File: config.mk
export PLATFORM = sky130hd
export DESIGN_NAME = instr_fetch_queue
export DESIGN_NICKNAME = d
export VERILOG_FILES = /design/src/rtl/instr_fetch_queue.sv
export SDC_FILE = /design/constraint.sdc
export NUM_CORES = 1
export LEC_CHECK = 0
export ABC_CLOCK_PERIOD_IN_PS = 4400
export BUFFER_PORTS_ARGS = -buffer_cell sky130_fd_sc_hd__buf_2
export CAP_MARGIN = 25
export CORE_MARGIN = 4
export CORE_UTILIZATION = 50
export CTS_BUF_LIST = sky130_fd_sc_hd__clkbuf_8
export DETAILED_ROUTE_END_ITERATION = 10
export MAX_ROUTING_LAYER = met4
export PLACE_DENSITY = 0.79
export SYNTH_ARGS = -nofsm -noshare
export SYNTH_HDL_FRONTEND = slang
export SYNTH_SLANG_ARGS = --single-unit
File: constraint.sdc
create_clock -name clk -period 4.4 [get_ports clk]
set_clock_uncertainty 0.1 [all_clocks]
set_input_delay 0.88 -clock clk [delete_from_list [all_inputs] [get_ports clk]]
set_output_delay 0.88 -clock clk [all_outputs]
set_load 0.005 [all_outputs]
File: src/rtl/instr_fetch_queue.sv
// Fetch stage: drives the ROM from fetch_pc and queues {pc, instr} for decode; 1-cycle fetch-to-issue latency.
// Stalls fetch (fetch_pc holds) while the queue is full and decode is not ready; a redirect flushes and costs one bubble.
module instr_fetch_queue #(
  parameter logic [31:0] RESET_PC = 32'h00000000,
  parameter int          DEPTH    = 2
) (
  input  logic        clk,
  input  logic        rst_n,
  output logic [31:0] rom_addr,
  input  logic [31:0] rom_data,
  input  logic        redirect_valid,
  input  logic [31:0] redirect_pc,
  output logic        if_valid,
  input  logic        if_ready,
  output logic [31:0] if_instr,
  output logic [31:0] if_pc
);

  localparam int          PW   = (DEPTH > 1) ? $clog2(DEPTH) : 1;
  localparam int          CW   = $clog2(DEPTH + 1);
  localparam logic [31:0] NOP  = 32'h00000013;
  localparam logic [CW-1:0] FULL = CW'(DEPTH);

  if (DEPTH < 2 || DEPTH > 8 || (DEPTH & (DEPTH - 1)) != 0) begin : g_bad_depth
    $error("instr_fetch_queue: DEPTH must be a power of two in 2..8");
  end

  logic [31:0]   fetch_pc;
  logic [31:0]   pc_mem    [DEPTH];
  logic [31:0]   instr_mem [DEPTH];
  logic [PW-1:0] rd_ptr;
  logic [PW-1:0] wr_ptr;
  logic [CW-1:0] count;
  logic          pop;
  logic          push;

  assign rom_addr = fetch_pc;
  assign if_valid = (count != '0);
  assign pop      = if_valid && if_ready;
  // A pop frees the slot this cycle, so a full queue can still accept the next word.
  assign push     = !redirect_valid && ((count < FULL) || pop);
  assign if_instr = if_valid ? instr_mem[rd_ptr] : NOP;
  assign if_pc    = if_valid ? pc_mem[rd_ptr] : 32'h00000000;

  always_ff @(posedge clk) begin
    if (push) begin
      pc_mem[wr_ptr]    <= fetch_pc;
      instr_mem[wr_ptr] <= rom_data;
    end
  end

  always_ff @(posedge clk) begin
    if (!rst_n) begin
      fetch_pc <= RESET_PC;
      rd_ptr   <= '0;
      wr_ptr   <= '0;
      count    <= '0;
    end else if (redirect_valid) begin
      fetch_pc <= {redirect_pc[31:2], 2'b00};
      rd_ptr   <= '0;
      wr_ptr   <= '0;
      count    <= '0;
    end else begin
      if (push) begin
        fetch_pc <= fetch_pc + 32'd4;
        wr_ptr   <= wr_ptr + 1'b1;
      end
      if (pop) begin
        rd_ptr <= rd_ptr + 1'b1;
      end
      case ({push, pop})
        2'b10:   count <= count + 1'b1;
        2'b01:   count <= count - 1'b1;
        default: count <= count;
      endcase
    end
  end

endmodule

* Word-level counts from Yosys, hierarchy flattened
Memories as Yosys holds them, arrays and structs flattened. A register that Yosys moved wholly into a read port is not among the register bits.
Index checks and enable logic that the tools add are counted.
Widths: inputs -> output; s select.
** Storage, ports and cells
- Register bits after elaboration :: 36
- Memory bits (writable) :: 128
- Input bits :: 68
- Output and inout bits :: 97
- Logic and storage cells :: 35
- Memories :: 2
** Memories
- instr_mem :: depth 2, bits a word 32, read ports 1, clocked after memory_dff 1, wr ports 1, RTL line 30 : logic [31:0] instr_mem [DEPTH];
- pc_mem :: depth 2, bits a word 32, read ports 1, clocked after memory_dff 1, wr ports 1, RTL line 29 : logic [31:0] pc_mem [DEPTH];
** Cells by class
- Add/subtract/negate cells :: 5
- Order comparisons :: 1
- Equal/unequal tests :: 2
- Multiplexer cells :: 11
- Bitwise gates (word level) :: 1
- Reductions and logical operators :: 8
** Operator list (number)
- $mux 32 :: 4
- $add 32x3->32 const B :: 1
- $mux 1 :: 6
- $reduce_bool 2->1 :: 3
- $pmux 2 s2 :: 1
- $add 1x1->1 const B :: 2
- $add 2x1->2 const B :: 1
- $eq 2x1->1 const B :: 1
- $eq 2x2->1 const B :: 1
- $logic_and 1x1->1 :: 2
- $lt 2x2->1 const B :: 1
- $reduce_or 2->1 :: 1
- $sub 2x1->2 const B :: 1
- $logic_not 1->1 :: 1
- $logic_or 1x1->1 :: 1
- $not 1->1 :: 1

* Longest topological paths before layout
Gate-level depths: netlist of run 1.
- Depth after elaboration :: 6
- Gate-level depth with buffers :: 7
- Gate-level depth less buffers :: 7

* Worst setup path after synthesis of run 1
OpenSTA, ideal clock, no wires.
- Kind :: input to register
- Start point :: input if_ready
- End point :: memory instr_mem[0][0], enable pin
- Library setup time :: 0.482 ns
- Data arrival time :: 3.897 ns
- Required time :: 3.818 ns
- Slack :: -0.079 ns
- Cell stages on the path :: 4
- Buffers on the path :: 1
- Path through :: nand2b_1 > clkbuf_1 > nand2_1 > nor2_1
** On the way
- Longest elaborated chain between the ends :: 5
** RTL lines
- from (decl) :: RTL line 14 : input logic if_ready,
- $logic_and 1x1->1 :: RTL line 39 : assign pop = if_valid && if_ready;
- $logic_or 1x1->1 :: RTL line 41 : assign push = !redirect_valid && ((count < FULL) || pop);
- $logic_and 1x1->1 :: RTL line 41
- $mux 1 :: RTL line 46 : if (push) begin
- $mux 1 (not written as such) :: RTL line 48 : instr_mem[wr_ptr] <= rom_data;
- to (decl) :: RTL line 30
No other way between the ends.

* Worst setup path in the final report of run 1
- Start point :: register count[1]
- End point :: output if_instr[29]
** On the way
- Longest elaborated chain between the ends :: 2
** RTL lines
- from (decl) :: RTL line 33 : logic [CW-1:0] count;
- from (signal assigned) :: RTL line 72 : 2'b10: count <= count + 1'b1;
- from (signal assigned) :: RTL line 73 : 2'b01: count <= count - 1'b1;
- from (signal assigned) :: RTL line 74 : default: count <= count;
- $reduce_bool 2->1 :: RTL line 38 : assign if_valid = (count != '0);
- $mux 32 :: RTL line 42 : assign if_instr = if_valid ? instr_mem[rd_ptr] : NOP;
- to (decl) :: RTL line 15 : output logic [31:0] if_instr,
No other way between the ends.

==> impl_results.md, run 1 <==
- Core area: 12700 µm²
- P per Cell Area: 393 nW/µm²
- First-pass GRT wire length: 21000 µm
- R2r endpoint: count[1]$_SDFFE_PP0P_
- Peak VDD IR: 0.245 mV
- Post-CTS Hold Buffers: 0
- # diodes: 0
- Worst-path maximum fanout: 38
- Synthesized area per cell: 13.5 µm²
- Highest Clock Rate: 316 MHz
- Final Slew Violations: 0
- DR WL met3: 878 µm
- Yosys top cell area share: 0.567
- Num Clock Sinks: 159
- Final hold slack: 0.429 ns
- Largest area contributor in the synthesized netlist: edfxtp_1
- P_int: 2.41 mW
- Drt pass-1 iters: 4
- Port Buffer Count: 158
- Largest net degree at the start of global routing: 63
- Logic pwr share: 0.080
- Metal-1 WL: 5810 µm
- DP Cell Count: 795
- RSZ-0062 raised after global routing: no
- Total grt overflow: 0
- Routed WL per cell: 16.4 µm
- Post-Synthesis Cells: 486
- Hold path endpoint: pc_mem[1][27]$_DFFE_PP_
- Final Cycle Share: 0.719
- Max layer used: met4
- Worst Hold Class: reg -> reg
- Share of layout cells above drive strength 1: 0.322
- Hold Crit Depth: 0
- Yosys warning count: 0
- Routed Antenna Nets: 0
- Total setup buffers inserted after CTS: 0
- Sequential power share: 0.562
- Tot Pwr: 3.13 mW
- Switching share of power: 0.230
- Status: finished clean
- IO Count: 165
- Maxcap violations: 0
- Critical Path AT: 2.18 ns
- Endpoints failing setup: 0
- Clock Tree Buf Depth: 2
- DR vias: 4274
- Clk network pwr share: 0.358
- Placed inst area: 7510 µm²
- Chip width: 123 µm
- FF-to-FF setup slack: 1.83 ns
- Drt initial violations: 246
- Initial Util: 0.517
- Max_slew headroom: 0.400
- Vias in the first global route: 4207
- Full die area: 15000 µm²
- Post-DR vias/cell: 5.16
- WL met2: 6730 µm
- Most frequent cell after synthesis: edfxtp_1
- CTS tree: built
- Top post-synthesis cells by area: edfxtp_1, dfxtp_1, mux2i_1
- Dpl hpwl: 9240 µm
- Final hold violations: 0
- CP required: 3.42 ns
- Clock-pin slew on the worst setup and hold paths: 0.08 ns
- DRC: 0
- Final Critical Period: 3.16 ns
- Post-synth EDFFs: 124
- Worst r2r src: count[1]$_SDFFE_PP0P_
- Seq/Total Area, Yosys: 0.673
- Commonest cells in the synthesized netlist: edfxtp_1, nor2_1, mux2i_1
- Leak pwr: 3.06 nW
- Gr usage total: 0.188
- Worst r2r path cells: 6
- Slew of the pin with the lowest slew margin: 0.898 ns
- Psw: 0.720 mW
- Post-synth ARST share: 0
- Synth cell types: 40
- Number of buffers created by CTS: 17
- Initial antenna violation count: 0
- Routability cong.: 0.809
- Num rows: 41
- Netlist Area Pre-Place: 6570 µm²
- Crit path capture type: output port
- Non-Filler Instances: 828
- Clock Latency Late Sink: 0.43 ns
- Crit. Startpoint: count[1]$_SDFFE_PP0P_
- FF+latch count, synth: 159
- Die Span Y: 123 µm
- Hold Crit Start: rom_addr[27]$_SDFFE_PN0P_
- H-Tree Depth: 4
- Root buffer cell: clkbuf_8
- Syn-to-layout area delta: 21.2%
- Dominant synthesized flop cell: edfxtp_1
- Setup TNS Final: 0 ns
- Cell area after layout: 7960 µm²
- Crit Path Class: reg -> out
- CTS resizes: 0
- Worst setup SP type: flip-flop
- Fin nets: 713
- Final wirelength: 13600 µm
## worst max-delay path, stage by stage, from the launching register on
cell	delay (ns)
dfxtp_1	0.38
nor2_4	0.73
buf_4	0.40
nor2_1	0.10
buf_2	0.13
## stage by stage
step / setup WS, ns / util
2_1_floorplan: 0.953 / -
3_3_place_gp: 1.63 / 0.590
3_5_place_dp: 1.58 / 0.590
4_1_cts: 1.14 / 0.624
5_1_grt: 1.03 / 0.626
6_report: 1.24 / 0.626
## cells by family after synthesis
kind of cell	synth area share
flip-flops	0.673
AND/OR/NAND/NOR	0.118
multiplexers	0.0944
AO/OA/AOI/OAI	0.0438
buffers and inverters	0.0248
XOR/XNOR	0.0413
adder cells (fa/ha/maj)	0.00381
other	0.000571
## cells in the final DEF (no fill, tap or decap), types with 5 or more instances in the layout
cell type and instances:
edfxtp_1 124, nand4_1 12, mux2i_1 62, a21oi_1 19
nand3_1 10, o21ai_0 21, buf_2 158, nand2_1 18
and2_1 8, o21ai_1 7, dfxtp_1 34, xor2_1 18
clkbuf_8 19, xnor2_1 13, clkinv_4 5, nor2_1 65
## power groups by stage
stage	Clock [mW]	Combinational, mW	Sequential [mW]
6_report	1.12	0.251	1.76
5_1_grt	1.21	0.281	1.77
4_1_cts	1.14	0.251	1.76
3_5_place_dp	0	0.249	1.80
3_3_place_gp	0	0.243	1.79
2_1_floorplan	0	0.139	1.78
## final cells by class
class | count | area, µm²
Fill cell | 1004 | 4760
Sequential cell | 159 | 4430
Multi-Input combinational cell | 298 | 2010
Timing Repair Buffer | 164 | 868
Clock buffer | 19 | 262
Tap cell | 172 | 215
Clock inverter | 13 | 165
Inverter | 3 | 11.3
## how the worst max path moves through the flow
stage | endpoint | slack [ns]
6_report | if_instr[29] | 1.24
5_1_grt | if_instr[24] | 1.03
4_1_cts | if_instr[29] | 1.14
3_5_place_dp | pc_mem[1][24]$_DFFE_PP_ | 1.58
3_3_place_gp | pc_mem[1][26]$_DFFE_PP_ | 1.63
2_1_floorplan | instr_mem[0][0]$_DFFE_PP_ | 0.95
## sequential cells by signal, indices dropped and copies added (netlist names), named ones only
name	count
instr_mem	64
pc_mem	60
rom_addr	30
count	2
rd_ptr	1
wr_ptr	1
## metal layers
layer  GRT usage  vias to the layer above
li1            -                     2079
met1       0.237                     2034
met2       0.308                      148
met3      0.0382                       13
met4      0.0595                        0
met5           -                        -
(Power assumes the default switching activity.)
==> run 2: changes to the inputs <==
- ABC_CLOCK_PERIOD_IN_PS: 4400 -> 2950
- CORE_UTILIZATION: 50 -> 55
- PLACE_DENSITY: 0.79 -> 0.82
- clock period: 4.4 -> 2.95 ns (I/O delays scaled with it)
==> impl_results.md, run 2 (synthesis gave the netlist of run 1 again) <==
- Num Clock Sinks: 159
- Total grt overflow: 0
- # diodes: 0
- CP max-delay cell: dfxtp_4
- Endpoints failing setup: 0
- Setup TNS Final: 0 ns
- Clock Tree Buf Depth: 2
- FF-to-FF setup slack: 0.76 ns
- Routed WL per cell: 17.0 µm
- RSZ-0062 raised after global routing: no
- Max reg flops: 64
- Total setup buffers inserted after CTS: 0
- Sequential power share: 0.579
- Commonest cells after routing, fill and taps aside: buf_2, edfxtp_1, nor2_1
- Maxcap violations: 0
- Crit path to: if_instr[15]
- DR vias: 4348
- Clock Latency Late Sink: 0.43 ns
- Setup WS post-layout: 0.349 ns
- Drt pass-1 iters: 4
- Root buffer cell: clkbuf_8
- DRC: 0
- P per Cell Area: 575 nW/µm²
- Max_slew headroom: 0.622
- Crit Path Class: reg -> out
- Worst r2r src: count[1]$_SDFFE_PP0P_
- Vias in the first global route: 4345
- Seq. cell area: 4430 µm²
- Tot Pwr: 4.54 mW
- Layout fillers: 836
- Largest net degree at the start of global routing: 42
- Pre-CTS setup slack: 0.694 ns
- Highest Clock Rate: 384 MHz
- R2r endpoint: count[1]$_SDFFE_PP0P_
- Logic pwr share: 0.082
- Final Cycle Share: 0.882
- DP Cell Count: 772
- Full die area: 13800 µm²
- Peak VDD IR: 0.333 mV
- Crit path cell chain: buf_4 > mux2i_1 > nor2_1 > buf_2
- Syn-to-layout area delta: 20.1%
- Post-DR vias/cell: 5.41
- H-Tree Depth: 4
- Die Span Y: 117 µm
- Initial Util: 0.568
- Post-CTS Hold Buffers: 0
- Final core occ: 0.683
- Chip width: 117 µm
- Drt initial violations: 306
- Psw: 1.08 mW
- Clk network pwr share: 0.338
- IO Count: 165
- Crit path capture type: output port
- Core area: 11600 µm²
- CP peak stage delay: 0.73 ns
- Largest register by flop count: instr_mem
- Number of buffers created by CTS: 17
- Initial antenna violation count: 0
- Final Critical Period: 2.60 ns
- Multi-input gate area: 2010 µm²
- Dpl hpwl: 9170 µm
- Final Slew Violations: 0
- Port Buffer Count: 158
- Final wirelength: 13600 µm
- CTS resizes: 0
- Leak pwr: 3.06 nW
- Routability cong.: 0.829
- Gr usage total: 0.206
- Final hold violations: 0
- Fin nets: 718
- Routed Antenna Nets: 0
- Clock-pin slew on the worst setup and hold paths: 0.09 ns
- Num rows: 39
- Worst-path maximum fanout: 31
- Critical Path AT: 1.91 ns
- CTS tree: built
- P_int: 3.46 mW
- Worst r2r path cells: 6
- Most common cell after layout, fill and taps aside: buf_2
- CP required: 2.26 ns
- Slew of the pin with the lowest slew margin: 0.567 ns
- Non-Filler Instances: 804
- Worst setup SP type: flip-flop
- Status: finished clean
- Worst Hold Class: in -> reg
- Share of layout cells above drive strength 1: 0.327
- Switching share of power: 0.237
- First-pass GRT wire length: 22100 µm
==> run 2: cell type report <==
type,instances,area share
Sequential cell,159,0.561
Multi-Input combinational cell,298,0.255
Timing Repair Buffer,169,0.112
Clock buffer,17,0.0296
Tap cell,143,0.0227
Clock inverter,15,0.0184
Inverter,3,0.00143
==> run 2: metal layers <==
layer / global-route usage / routed length (µm)
met2: 0.339 / 6880
met1: 0.257 / 5880
met5: - / 0
met4: 0.0630 / 106
met3: 0.0481 / 758
==> run 2: worst max-delay path, delay by kind of cell, from the launching register on <==
kind / cells / cell delay [ns]
simple gates: 1 / 0.06
mux: 1 / 0.22
buf+inv: 2 / 0.47
flops: 1 / 0.73
==> run 2: worst min path at each step <==
stage,start,end,slack (ns),cells past startpoint
2_1_floorplan,count[1]$_SDFFE_PP0P_,count[1]$_SDFFE_PP0P_,0.38,2
3_3_place_gp,rd_ptr$_SDFFE_PP0P_,flip-flop,0.40,2
3_5_place_dp,rd_ptr$_SDFFE_PP0P_,flip-flop,0.40,2
4_1_cts,rom_data[31],instr_mem[1][31]$_DFFE_PP_,0.21,1
5_1_grt,rom_data[8],instr_mem[1][8]$_DFFE_PP_,0.20,1
6_report,rom_data[31],instr_mem[1][31]$_DFFE_PP_,0.25,1
==> run 2: through the flow <==
step | hold WS (ns) | instance area [µm²]
final | 0.247 | 7900
after global routing | 0.195 | 7900
after CTS | 0.207 | 7900
after detailed placement | 0.404 | 7520
after global placement | 0.396 | 7520
after floorplan | 0.380 | 6590
==> run 2: power by group through the flow <==
stage | sequential [mW] | combinational [mW] | clock (mW)
floorplan | 2.65 | 0.209 | 0
global placement | 2.67 | 0.367 | 0
detailed placement | 2.68 | 0.378 | 0
CTS | 2.63 | 0.381 | 1.57
global route | 2.64 | 0.419 | 1.69
finish | 2.63 | 0.374 | 1.53
==> run 3: changes to the inputs <==
- ABC_AREA: not set -> 1
- CORE_UTILIZATION: 55 -> 56
- PLACE_DENSITY: 0.82 -> 0.83
==> impl_results.md, run 3 <==
- RSZ-0062 raised after global routing: no
- Routed Antenna Nets: 0
- FF+latch count, synth: 159
- Final hold violations: 0
- Max layer used: met4
- Worst r2r path cells: 9
- Worst Hold Class: in -> reg
- Peak VDD IR: 0.291 mV
- Routability cong.: 0.920
- Most common cell after layout, fill and taps aside: nand2_1
- Endpoints failing setup: 0
- IO Count: 165
- Post-DR vias/cell: 5.15
- Vias in the first global route: 5094
- Final Cycle Share: 0.854
- Top post-synthesis cells by area: edfxtp_1, nand2_1, dfxtp_1
- Post-synth EDFFs: 124
- Post-synth ARST share: 0
- Synth cell types: 31
- Routed WL per cell: 15.0 µm
- DRC: 0
- Drt initial violations: 409
- Layout fillers: 959
- CTS resizes: 0
- Max reg flops: 64
- Final Slew Violations: 0
- Number of buffers created by CTS: 17
- CP peak stage delay: 0.54 ns
- Drt pass-1 iters: 7
- DR WL met3: 1270 µm
- Pre-CTS setup slack: 0.859 ns
- Syn-to-layout area delta: 20.1%
- Yosys top cell area share: 0.537
- CP max-delay cell: buf_4
- Setup WS post-layout: 0.432 ns
- Crit Path Class: reg -> out
- Crit path capture type: output port
- Seq/Total Area, Yosys: 0.637
- Initial Util: 0.575
- Largest register by flop count: instr_mem
- H-Tree Depth: 4
- Commonest cells in the synthesized netlist: nand2_1, edfxtp_1, a21oi_1
- Total setup buffers inserted after CTS: 0
- Die Span Y: 119 µm
- CTS tree: built
- Commonest cells after routing, fill and taps aside: nand2_1, buf_2, edfxtp_1
- Synthesized area per cell: 9.57 µm²
- Highest Clock Rate: 397 MHz
- CP required: 2.26 ns
- Root buffer cell: clkbuf_8
- Slew of the pin with the lowest slew margin: 0.795 ns
- Placed inst area: 7930 µm²
- Status: finished clean
- Dpl hpwl: 11000 µm
- Final Critical Period: 2.52 ns
- Full die area: 14200 µm²
- Largest area contributor in the synthesized netlist: edfxtp_1
- Final wirelength: 15900 µm
- Most frequent cell after synthesis: nand2_1
- Crit path cell chain: buf_4 > nand2_1 > a21oi_1 > buf_2
- Total grt overflow: 0
- P per Cell Area: 551 nW/µm²
- Metal-1 WL: 6880 µm
- Share of layout cells above drive strength 1: 0.238
- Max_slew headroom: 0.470
- Initial antenna violation count: 1
- Maxcap violations: 0
- Dominant synthesized flop cell: edfxtp_1
- Port Buffer Count: 158
- Netlist Area Pre-Place: 6940 µm²
- Leak pwr: 3.46 nW
- Setup TNS Final: 0 ns
- Critical Path AT: 1.83 ns
- First-pass GRT wire length: 25500 µm
- Cell area after layout: 8340 µm²
- Worst setup SP type: flip-flop
- Largest net degree at the start of global routing: 63
- Core area: 12100 µm²
- DR vias: 5475
- Chip width: 119 µm
- Post-CTS Hold Buffers: 0
- Hold Crit Depth: 1
- Clock Tree Buf Depth: 2
- Yosys warning count: 0
- Num rows: 40
- WL met2: 7620 µm
- Num Clock Sinks: 159
- Gr usage total: 0.233
- Clock Latency Late Sink: 0.44 ns
- Worst-path maximum fanout: 62
- Post-Synthesis Cells: 725
- Fin nets: 951
- Clock-pin slew on the worst setup and hold paths: 0.08 ns
## run 3: layer usage
metal / vias to the layer above / GRT usage
li1: 2745 / -
met4: 0 / 0.0565
met3: 13 / 0.0541
met2: 209 / 0.371
met5: - / -
met1: 2508 / 0.308
## run 3: cell type report
type | instances | area, µm² | area share
antenna | 1 | 2.50 | 0.000300
clock buffer | 17 | 234 | 0.0281
sequential | 159 | 4430 | 0.531
tap | 168 | 210 | 0.0252
timing repair buffer | 167 | 908 | 0.109
clock inverter | 15 | 170 | 0.0204
inverter | 60 | 230 | 0.0276
multi-input combinational | 476 | 2150 | 0.258
## run 3: power by group
group / internal (mW) / total (mW) / switching [mW]
logic: 0.154 / 0.385 / 0.231
clock network: 0.830 / 1.61 / 0.775
registers: 2.53 / 2.60 / 0.0700
total: 3.52 / 4.59 / 1.08
## run 3: path summary, 6_finish.rpt
path                            start                        end  slack (ns)
max                         flip-flop                  if_pc[26]        0.43
min                       rom_data[5]  instr_mem[0][5]$_DFFE_PP_        0.23
max reg2reg  rom_addr[3]$_SDFFE_PN0P_  rom_addr[28]$_SDFFE_PN0P_        0.94
min reg2reg       wr_ptr$_SDFFE_PP0P_        wr_ptr$_SDFFE_PP0P_        0.43
## run 3: critical path: cells and delay by family, from the launching register on
family,cells,cell delay [ns]
and+or+nand+nor,1,0.13
AOI/OAI and AO/OA,1,0.21
buffers and inverters,2,0.68
DFF,1,0.34
## run 3: cells by family (layout without fill, tap and decap cells)
| logic type | count (synthesis) | after routing | share of synthesized area |
|---|---|---|---|
| buffers and inverters | 93 | 259 | 0.0559 |
| AO/OA/AOI/OAI | 123 | 123 | 0.0934 |
| XOR/XNOR | 5 | 5 | 0.00631 |
| adder cells (fa/ha/maj) | 2 | 2 | 0.00360 |
| flip-flops | 159 | 159 | 0.637 |
| other | 1 | 5 | 0.000540 |
| AND/OR/NAND/NOR | 342 | 342 | 0.203 |
## run 3: through the flow
| stage | total power [mW] | hold slack (ns) | util | instances |
|---|---|---|---|---|
| final | 4.59 | 0.230 | 0.691 | 1063 |
| after global routing | 4.78 | 0.191 | 0.691 | 1063 |
| after CTS | 4.62 | 0.194 | 0.691 | 1062 |
| after detailed placement | 3.04 | 0.422 | 0.657 | 1030 |
| after global placement | 3.02 | 0.401 | 0.657 | 1030 |
| after floorplan | 2.85 | 0.393 | - | 728 |
